[src/rtl/hazard_stall_unit.sv]
// hazard_stall_unit: load-use/branch/memory-wait hazard detection driving pipeline enables, with perf counters
module hazard_stall_unit #(
  parameter int CNT_W    = 32,
  parameter int MAX_WAIT = 16
) (
  input  logic             clk,
  input  logic             rst_n,
  input  logic [4:0]       id_rs1,
  input  logic [4:0]       id_rs2,
  input  logic             id_uses_rs1,
  input  logic             id_uses_rs2,
  input  logic [4:0]       ex_rd,
  input  logic             ex_memread,
  input  logic             mem_memread,
  input  logic             mem_ready,
  input  logic             branch_taken,
  output logic             pc_write,
  output logic             ifid_write,
  output logic             ifid_flush,
  output logic             idex_bubble,
  output logic             pipe_freeze,
  output logic             mem_timeout,
  output logic [CNT_W-1:0] stall_cnt,
  output logic [CNT_W-1:0] flush_cnt
);
  typedef enum logic {RUN, MEM_WAIT} state_t;
  state_t state, state_nx;
  logic [7:0] wait_cnt;
  logic lu, wt, stall_inc, flush_inc;
  assign lu = ex_memread && ex_rd != 5'd0 &&
              ((id_uses_rs1 && ex_rd == id_rs1) || (id_uses_rs2 && ex_rd == id_rs2));
  assign wt = mem_memread && !mem_ready;
  assign stall_inc = wt || (lu && !branch_taken);
  assign flush_inc = !wt && branch_taken;
  // outputs track wt directly; the state only qualifies the wait counter
  always_comb begin
    state_nx    = wt ? MEM_WAIT : RUN;
    pc_write    = 1'b1;
    ifid_write  = 1'b1;
    ifid_flush  = 1'b0;
    idex_bubble = 1'b0;
    pipe_freeze = 1'b0;
    if (!rst_n) begin
      pc_write    = 1'b0;
      ifid_write  = 1'b0;
      ifid_flush  = 1'b1;
      idex_bubble = 1'b1;
    end else if (wt) begin
      pc_write    = 1'b0;
      ifid_write  = 1'b0;
      pipe_freeze = 1'b1;
    end else if (branch_taken) begin
      ifid_flush  = 1'b1;
      idex_bubble = 1'b1;
    end else if (lu) begin
      pc_write    = 1'b0;
      ifid_write  = 1'b0;
      idex_bubble = 1'b1;
    end
  end
  always_ff @(posedge clk) begin
    if (!rst_n) begin
      state       <= RUN;
      wait_cnt    <= 8'd0;
      mem_timeout <= 1'b0;
      stall_cnt   <= '0;
      flush_cnt   <= '0;
    end else begin
      state    <= state_nx;
      wait_cnt <= state == RUN ? 8'd0 : wait_cnt == 8'hff ? wait_cnt : wait_cnt + 8'd1;
      if (state == MEM_WAIT && wt && wait_cnt == 8'(MAX_WAIT - 1))
        mem_timeout <= 1'b1;
      if (stall_inc && stall_cnt != '1)
        stall_cnt <= stall_cnt + CNT_W'(1);
      if (flush_inc && flush_cnt != '1)
        flush_cnt <= flush_cnt + CNT_W'(1);
    end
  end
endmodule

[config.mk]
export PLATFORM = sky130hd
export DESIGN_NAME = hazard_stall_unit
export DESIGN_NICKNAME = d
export VERILOG_FILES = /design/src/rtl/hazard_stall_unit.sv
export SDC_FILE = /design/constraint.sdc
export NUM_CORES = 1
export LEC_CHECK = 0
export ABC_CLOCK_PERIOD_IN_PS = 2000
export BUFFER_PORTS_ARGS = -buffer_cell sky130_fd_sc_hd__buf_4
export CORE_MARGIN = 3
export CORE_UTILIZATION = 48
export DETAILED_ROUTE_END_ITERATION = 10
export PLACE_DENSITY = 0.72
export SLEW_MARGIN = 20
export SYNTH_ARGS = -nofsm -noshare
export SYNTH_HDL_FRONTEND = slang
export SYNTH_SLANG_ARGS = --single-unit
[constraint.sdc]
create_clock -name clk -period 2 [get_ports clk]
set_input_delay 0.4 -clock clk [delete_from_list [all_inputs] [get_ports clk]]
set_output_delay 0.4 -clock clk [all_outputs]
set_load 0.05 [all_outputs]
==> metrics, run 1 <==
outcome=finished, violations left; failing checks=setup timing; vias after detailed routing=3649; largest net degree at the start of global routing=31; clk buf depth=2; Post-synth EDFFs=0; Worst EP required=1600 ps; hold buffer count at CTS=0; Clk pin slew, worst setup/hold paths=80 ps; max incr delay on CP=540 ps; grt ovf=0; final worst slack=-193 ps; clk_lat worst skew=340 ps; dpl ws=-329 ps; CP cell instances=buf_8 > or4_4 > o21ai_4 > nor2_4 > a21o_1 > nor2_4 > buf_6; first-pass iteration count of the detailed router=4; # diodes=0; met1 Use GR=28.0%; nets=618; detailed router's first-iteration violation count=137; Area Overhead vs Synth=46.4%; post-synth top area share=39.7%; I/O Buffers=92; actual slew at the worst max-slew pin=373 ps; total track usage=22.7%; Netlist cell types=42; min-delay worst type=in -> reg; DIE AREA=8860 µm²; Cell Area, Placed=4960 µm²; # H-tree levels=3; number of vias per cell=5.24; WL final=10100 µm; gpl congestion=0.852; critical path's slowest cell=or4_4; clk root buf=clkbuf_8; Post-Synthesis Cell Area=3730 µm²; CTS Sinks=74; CP most frequent cell=nor2_4; Die H=94.2 µm; Max-slew headroom=74.9%; GRT Max-Usage Layer=met2; maximum operating frequency=456 MHz; CP Class=in -> out; RSZ-0062 raised after global routing=yes; vias in the first global route=3550; Worst EP arrival=1790 ps; Rows=31; Core Footprint=7410 µm²; HPWL Detailed=7080 µm; layout cells sized above 1=42.7%; overall power=2.90 mW; dominant cells by area after synthesis=dfxtp_1 (40%), xnor2_1 (11%), nor2_1 (6.8%); syn avg cell area=8.42 µm²; Cell Count, Final, Fillers Out=696; antenna-violating nets left=0; MaxCap Viol Count=0; die width=94.2 µm; Ys Warns=0; post-DR wirelength/cell=14.5 µm; Final Skew=8.74 ps; CTS tree=done; Max FO, Critical Path=2; Async SR Flop Fraction=0%; peak supply drop=0.000320 V; syn nets=469; Power Density=531 nW/µm²; Main synth FF type=dfxtp_1; Ports=93; static leakage=2.22 nW; antenna violations before repair=0; Num CTS Buffers=9; Final Hold Fails=0; placed instance count=670; critical path endpoint category=primary output; Cells after Synth=443; first-pass GRT wire length=16100 µm; DR DRC count=0; count of pins over their slew limit=0; fin crit period=2190 ps; largest area contributor in the synthesized netlist=dfxtp_1; met2 Use GR=38.9%; #FFs+latches synth=74; routing usage on met3=3.85%; final setup vio count=4; Critical Path Source Type=input pin; period utilization=110%; Initial Util=50.3%; Final Cell Area=5460 µm²; post-synthesis sequential area ratio=39.7%
==> stage by stage <==
| step | util, % | TNS (ps) | hold slack (ps) |
|---|---|---|---|
| after floorplan | - | -397 | 494 |
| after global placement | 66.9 | -6730 | 463 |
| after detailed placement | 66.9 | -8070 | 481 |
| after CTS | 71.3 | -462 | 420 |
| after global routing | 73.7 | -1800 | 435 |
| final | 73.7 | -560 | 422 |
==> layout make-up <==
type,instances,area (µm²)
clock buffers,12,176
clock inverters,4,22.5
fillers,551,1950
inverters,9,36.3
multi-input cells,346,2340
flip-flops and latches,74,1550
well taps,99,124
repair buffers,152,1220
==> metal layers <==
layer / vias to the layer above / routed length, µm
met1: 1704 / 4380
met5: - / 0
li1: 1825 / -
met3: 23 / 429
met2: 97 / 5080
met4: 0 / 228
==> registers in the layout, indices dropped and copies added, names as in the netlist <==
signal       cells
mem_timeout      1
wait_cnt         8
flush_cnt       32
stall_cnt       32
state            1
==> worst paths after layout <==
check                    start            to  slack [ps]  cells past startpoint
setup / recovery      ex_rd[4]      pc_write        -190                      7
hold / removal           rst_n  stall_cnt[8]         420                      3
setup reg to reg  stall_cnt[1]  stall_cnt[7]          20                      9
hold reg to reg    mem_timeout   mem_timeout         500                      2
==> critical path, delay by kind of cell <==
family	cells	cell delay (ps)
AO/OA/AOI/OAI	2	390
AND/OR/NAND/NOR	3	730
buffers and inverters	2	270
==> synthesized netlist by cell type (2+ instances only) <==
cell type and count:
nor4b_2 2, o21ai_0 15, nand4_1 17, nor4_1 2, and3_1 10, xnor2_1 47
nand3_1 26, o21ai_1 2, nand2b_1 7, a21oi_1 15, a21o_1 2, nor3_2 10
and4_1 8, dfxtp_1 74, nor4_2 2, nand2_1 44, or3_1 11, or4_1 4
buf_4 5, nand4_2 3, ha_1 3, nor2b_1 2, nor2_1 68, mux2i_1 6
nor3_1 12, xor2_1 10, clkbuf_1 8, inv_1 8, and2_1 7
==> placed cells by master, fill, tap and decap left out, types with 3 or more instances in the layout <==
cell      synthesis  routed
nand4_1          17      17
dfxtp_1          74      39
clkinv_2          0       3
o21ai_0          15      14
nor3_1           12       9
nor3_2           10       9
nand3_1          26      25
a21oi_1          15      14
mux2i_1           6       6
and3_1           10       9
and2_1            7       7
inv_1             8       7
and4_1            8       7
nor3_4            0       4
buf_4             5     140
clkbuf_8          0      11
nor2_1           68      64
nand2_1          44      40
nand2b_1          7       6
or3_1            11      10
nand2_2           1       3
buf_12            1       3
xor2_1           10      10
or4_4             1       4
dfxtp_2           0      27
buf_6             0       7
dfxtp_4           0       8
xnor2_1          47      45
==> what timing repair did <==
action / in CTS / in global routing
pin swaps: 10 / 26
resized for setup: 19 / 32
setup endpoints to repair: 7 / 46
setup buffers: 4 / 10
==> cell families after synthesis <==
family	count (synthesis)	synth area share (%)
simple gates	241	35.3
flops	74	39.7
xor+xnor	57	13.4
compound gates	39	5.70
buf+inv	23	3.25
mux	6	1.61
fa+ha+maj	3	1.01
==> report_power, final <==
group / leakage, nW / total [mW] / internal [mW] / switching (mW)
registers: 0.617 / 1.48 / 1.47 / 0.00878
clock network: 0.103 / 1.15 / 0.588 / 0.558
logic: 1.50 / 0.275 / 0.119 / 0.156
total: 2.22 / 2.90 / 2.18 / 0.723
Power figures use the tool's default switching activity.
==> inputs of run 2 (changes only) <==
--- a/config.mk
+++ b/config.mk
@@ -10,7 +10,7 @@
 export CORE_MARGIN = 3
 export CORE_UTILIZATION = 48
 export DETAILED_ROUTE_END_ITERATION = 10
-export PLACE_DENSITY = 0.72
+export PLACE_DENSITY = 0.76
 export SLEW_MARGIN = 20
 export SYNTH_ARGS = -nofsm -noshare
 export SYNTH_HDL_FRONTEND = slang
==> constraint.sdc (replaced) <==
create_clock -name clk -period 2 [get_ports clk]
set_input_delay 0.6 -clock clk [delete_from_list [all_inputs] [get_ports clk]]
set_output_delay 0.6 -clock clk [all_outputs]
set_load 0.05 [all_outputs]
==> metrics, run 2 (synthesis gave the netlist of run 1 again) <==
CP Class=in -> out; DRT met1 WL=4580 µm; Ports=93; clk root buf=clkbuf_8; clock share of power=39.8%; clk buf depth=2; Critical Path Source Type=input pin; met3 wire len=626 µm; post-DR wirelength/cell=16.2 µm; sw frac=26.1%; WL final=11300 µm; antenna-violating nets left=0; total track usage=24.6%; vias after detailed routing=3803; Final Hold Fails=0; worst path buffer plus inverter count=2; max incr delay on CP=530 ps; Pint=2.25 mW; count of pins over their slew limit=0; period utilization=130%; Max FO, Critical Path=2; net switching power=795 µW; hold buffer count at CTS=0; DR WL met2=5790 µm; HPWL Detailed=7050 µm; Initial Util=50.3%; failing checks=setup timing; die width=94.2 µm; Max Used Layer=met4; clk_lat worst skew=360 ps; peak supply drop=0.000424 V; static leakage=2.30 nW; CP cell instances=buf_6 > or4_4 > o21ai_4 > nor2_2 > a21o_1 > nor2_4 > buf_6; layout cells sized above 1=46.3%; CP top delay family=simple AND/OR/NAND/NOR gates; RSZ-0062 raised after global routing=yes; number of vias per cell=5.46; DR DRC count=0; # diodes=0; first-pass GRT wire length=17300 µm; Clk pin slew, worst setup/hold paths=70 ps; Final Skew=14.7 ps; CP most frequent cell=buf_6; overall power=3.04 mW; commonest cells after routing, fill and taps aside=buf_4 (128), nor2_1 (64), xnor2_1 (41), nand2_1 (40), dfxtp_1 (35); Power Density=529 nW/µm²; commonest non-fill, non-tap cell in the layout=buf_4; reg-to-reg setup timing slack=-260 ps; Num CTS Buffers=9; first-pass iteration count of the detailed router=4; critical path endpoint category=primary output; final setup vio count=35; Gate power share=11.5%; gpl congestion=0.809; # H-tree levels=3; CTS tree=done; nets=619; largest net degree at the start of global routing=58; antenna violations before repair=0; Worst EP arrival=2010 ps; Top Registers=flush_cnt x32, stall_cnt x32, wait_cnt x8; Max-slew headroom=58.8%; min-delay worst type=reg -> reg; grt ovf=0; maximum operating frequency=384 MHz; Area Overhead vs Synth=54.2%; Die H=94.2 µm; vias in the first global route=3665; detailed router's first-iteration violation count=151; fin crit period=2610 ps; I/O Buffers=92; Rows=31; Core Footprint=7410 µm²; final worst slack=-606 ps; MaxCap Viol Count=0; critical path's slowest cell=or4_4; Flop pwr share=48.6%; CTS Sinks=74; actual slew at the worst max-slew pin=619 ps; DIE AREA=8860 µm²; outcome=finished, violations left; Worst EP required=1400 ps; Final Cell Area=5750 µm²; Cell Area, Placed=4960 µm²
-- run 2: power groups by stage --
stage / sequential [mW] / combinational [mW] / clock [mW]
3_5_place_dp: 1.52 / 0.251 / 0
4_1_cts: 1.48 / 0.323 / 1.21
2_1_floorplan: 1.54 / 0.122 / 0
3_3_place_gp: 1.52 / 0.244 / 0
5_1_grt: 1.48 / 0.371 / 1.29
6_report: 1.48 / 0.351 / 1.21
-- run 2: cell type report --
class                           count  area [µm²]
Multi-Input combinational cell    347        2540
Fill cell                         497        1660
Sequential cell                    74        1550
Timing Repair Buffer              152        1290
Clock buffer                       10         138
Tap cell                           99         124
Clock inverter                      6        65.1
Inverter                            9        36.3
-- run 2: what timing repair did --
| item | CTS | global route |
|---|---|---|
| cloned | 3 | 1 |
| buffers inserted | 6 | 16 |
| endpoints found under the setup margin | 30 | 54 |
| pin swaps | 16 | 36 |
| resized for setup | 41 | 50 |
| hold endpoints to repair | 0 | 0 |
-- run 2: worst min-delay path: stages (launching register included) --
cell     delay (ps)
dfxtp_1         330
o21ai_0          70
a21oi_1          60
-- run 2: worst paths after layout --
path,cells after the start,from,endpoint
worst min-delay path,2,flush_cnt[23],flush_cnt[23]
worst min register to register,2,flush_cnt[23],flush_cnt[23]
worst max register to register,7,stall_cnt[26],stall_cnt[8]
worst max-delay path,7,ex_rd[4],pc_write
-- run 2: stage by stage --
stage,utilization [%],hold slack [ps],TNS (ps),setup WS (ps),cells
after floorplan,-,494,-3260,-681,443
after global routing,77.6,526,-10050,-651,697
after global placement,67.0,466,-16280,-647,662
after CTS,74.2,498,-3530,-583,687
after detailed placement,67.0,477,-18470,-658,662
final,77.6,501,-7280,-606,697
-- run 2: routing by layer --
metal  GRT usage (%)  up-vias
met5               0        -
met4            10.2        0
met3            4.25       29
met2            42.3      128
met1            30.2     1815
li1                -     1831
==> inputs of run 3 (changes only) <==
--- a/config.mk
+++ b/config.mk
@@ -5,12 +5,10 @@
 export SDC_FILE = /design/constraint.sdc
 export NUM_CORES = 1
 export LEC_CHECK = 0
-export ABC_CLOCK_PERIOD_IN_PS = 2000
 export BUFFER_PORTS_ARGS = -buffer_cell sky130_fd_sc_hd__buf_4
-export CORE_MARGIN = 3
 export CORE_UTILIZATION = 48
 export DETAILED_ROUTE_END_ITERATION = 10
-export PLACE_DENSITY = 0.76
+export PLACE_DENSITY_LB_ADDON = 0.15
 export SLEW_MARGIN = 20
 export SYNTH_ARGS = -nofsm -noshare
 export SYNTH_HDL_FRONTEND = slang
==> metrics, run 3 (synthesis gave the netlist of run 1 again) <==
outcome=finished, violations left; failing checks=setup timing; Worst EP required=1400 ps; Critical Path Source Type=input pin; critical path's slowest cell=or4_4; die width=90.2 µm; Worst EP arrival=2010 ps; RSZ-0062 raised after global routing=yes; DR DRC count=0; first-pass GRT wire length=17000 µm; peak supply drop=0.000465 V; sw frac=25.3%; clock share of power=38.3%; WL final=10900 µm; HPWL Detailed=6950 µm; final setup vio count=36; first-pass iteration count of the detailed router=4; Flop pwr share=50.1%; critical path endpoint category=primary output; min-delay worst type=reg -> reg; CTS Sinks=74; Final Skew=8.74 ps; Seq. cell area=1550 µm²; Initial Util=50.6%; Cell Area, Placed=5040 µm²; final worst slack=-608 ps; detailed router's first-iteration violation count=160; DIE AREA=8130 µm²; fillcell total=504; Max-slew headroom=57.9%; # diodes=0; Area Overhead vs Synth=55.9%; Final Hold Slack=492 ps; Pint=2.21 mW; commonest cells after routing, fill and taps aside=buf_4 (140), nor2_1 (62), xnor2_1 (40), nand2_1 (35), dfxtp_1 (35); period utilization=130%; post-DR wirelength/cell=15.3 µm; CP cell instances=buf_6 > or4_4 > o21ai_4 > nor2_2 > a21o_1 > nor2_4 > buf_6; grt ovf=0; MaxCap Viol Count=0; vias in the first global route=3619; Clk pin slew, worst setup/hold paths=80 ps; gpl congestion=0.834; fin crit period=2610 ps; Multi-input gate area=2520 µm²; dpl ws=-709 ps; Final Hold Fails=0; Num CTS Buffers=9; Final Cell Area=5810 µm²; # H-tree levels=3; nets=631; actual slew at the worst max-slew pin=632 ps; Core Footprint=7370 µm²; I/O Buffers=92; clk_lat worst skew=340 ps; vias after detailed routing=3802; clk root buf=clkbuf_8; CP Class=in -> out; crit path from=ex_rd[4]; antenna violations before repair=0; hold path startpoint=stall_cnt[20]; Power Density=509 nW/µm²; clk buf depth=2; Die H=90.2 µm; Max FO, Critical Path=2; max incr delay on CP=540 ps; Rows=31; number of vias per cell=5.36; Gate power share=11.7%; count of pins over their slew limit=0; net switching power=750 µW; Top Registers=flush_cnt x32, stall_cnt x32, wait_cnt x8; layout cells sized above 1=47.4%; antenna-violating nets left=0; commonest non-fill, non-tap cell in the layout=buf_4; CP most frequent cell=buf_6; total track usage=25.5%; static leakage=2.35 nW; maximum operating frequency=383 MHz; Worst R2R Start=stall_cnt[26]; CTS tree=done; largest net degree at the start of global routing=58; Ports=93
-- run 3: worst paths after layout --
check / end / cells after the start / slack (ps)
worst max-delay path: ifid_write / 7 / -610
worst max register to register: stall_cnt[14] / 7 / -130
worst min-delay path: stall_cnt[20] / 2 / 490
worst min register to register: stall_cnt[20] / 2 / 490
-- run 3: area by class of cell --
cell class	instances	area share [%]
clock buffers	11	2.26
clock inverters	5	0.925
inverters	9	0.581
multi-input cells	346	43.4
flip-flops and latches	74	26.6
well taps	99	2.13
repair buffers	165	24.1
-- run 3: worst max-delay path, delay by kind of cell --
kind / cells / cell delay [ps]
compound gates: 2 / 390
buf+inv: 2 / 270
simple gates: 3 / 750
-- run 3: repair_timing --
action | CTS | global route
hold buffers | 0 | 0
setup endpoints to repair | 35 | 58
gates resized for setup | 34 | 47
gates cloned | 3 | 0
pin swaps | 12 | 30
setup buffers | 7 | 12
-- run 3: metal layers --
layer | up-vias | part of all wire [%] | GRT usage [%] | wire (µm)
li1 | 1853 | - | - | -
met1 | 1812 | 41 | 30.0 | 4450
met2 | 112 | 52 | 45.2 | 5620
met3 | 25 | 4.6 | 6.09 | 502
met4 | 0 | 2.6 | 9.14 | 281
met5 | - | 0 | 0 | 0
-- run 3: power by group through the flow --
stage / Combinational (mW) / Clock [mW] / Sequential (mW)
5_1_grt: 0.364 / 1.22 / 1.48
2_1_floorplan: 0.122 / 0 / 1.54
3_5_place_dp: 0.254 / 0 / 1.52
4_1_cts: 0.315 / 1.15 / 1.48
3_3_place_gp: 0.248 / 0 / 1.52
6_report: 0.346 / 1.13 / 1.48
-- run 3: metrics by stage --
step                std cells  util, %  power [mW]  TNS, ps
finish                    709     78.9        2.96    -7810
global route              709     78.9        3.06   -10090
CTS                       700     74.8        2.95    -4710
detailed placement        674     68.4        1.77   -19610
global placement          674     68.4        1.76   -16710
floorplan                 443        -        1.66    -3260
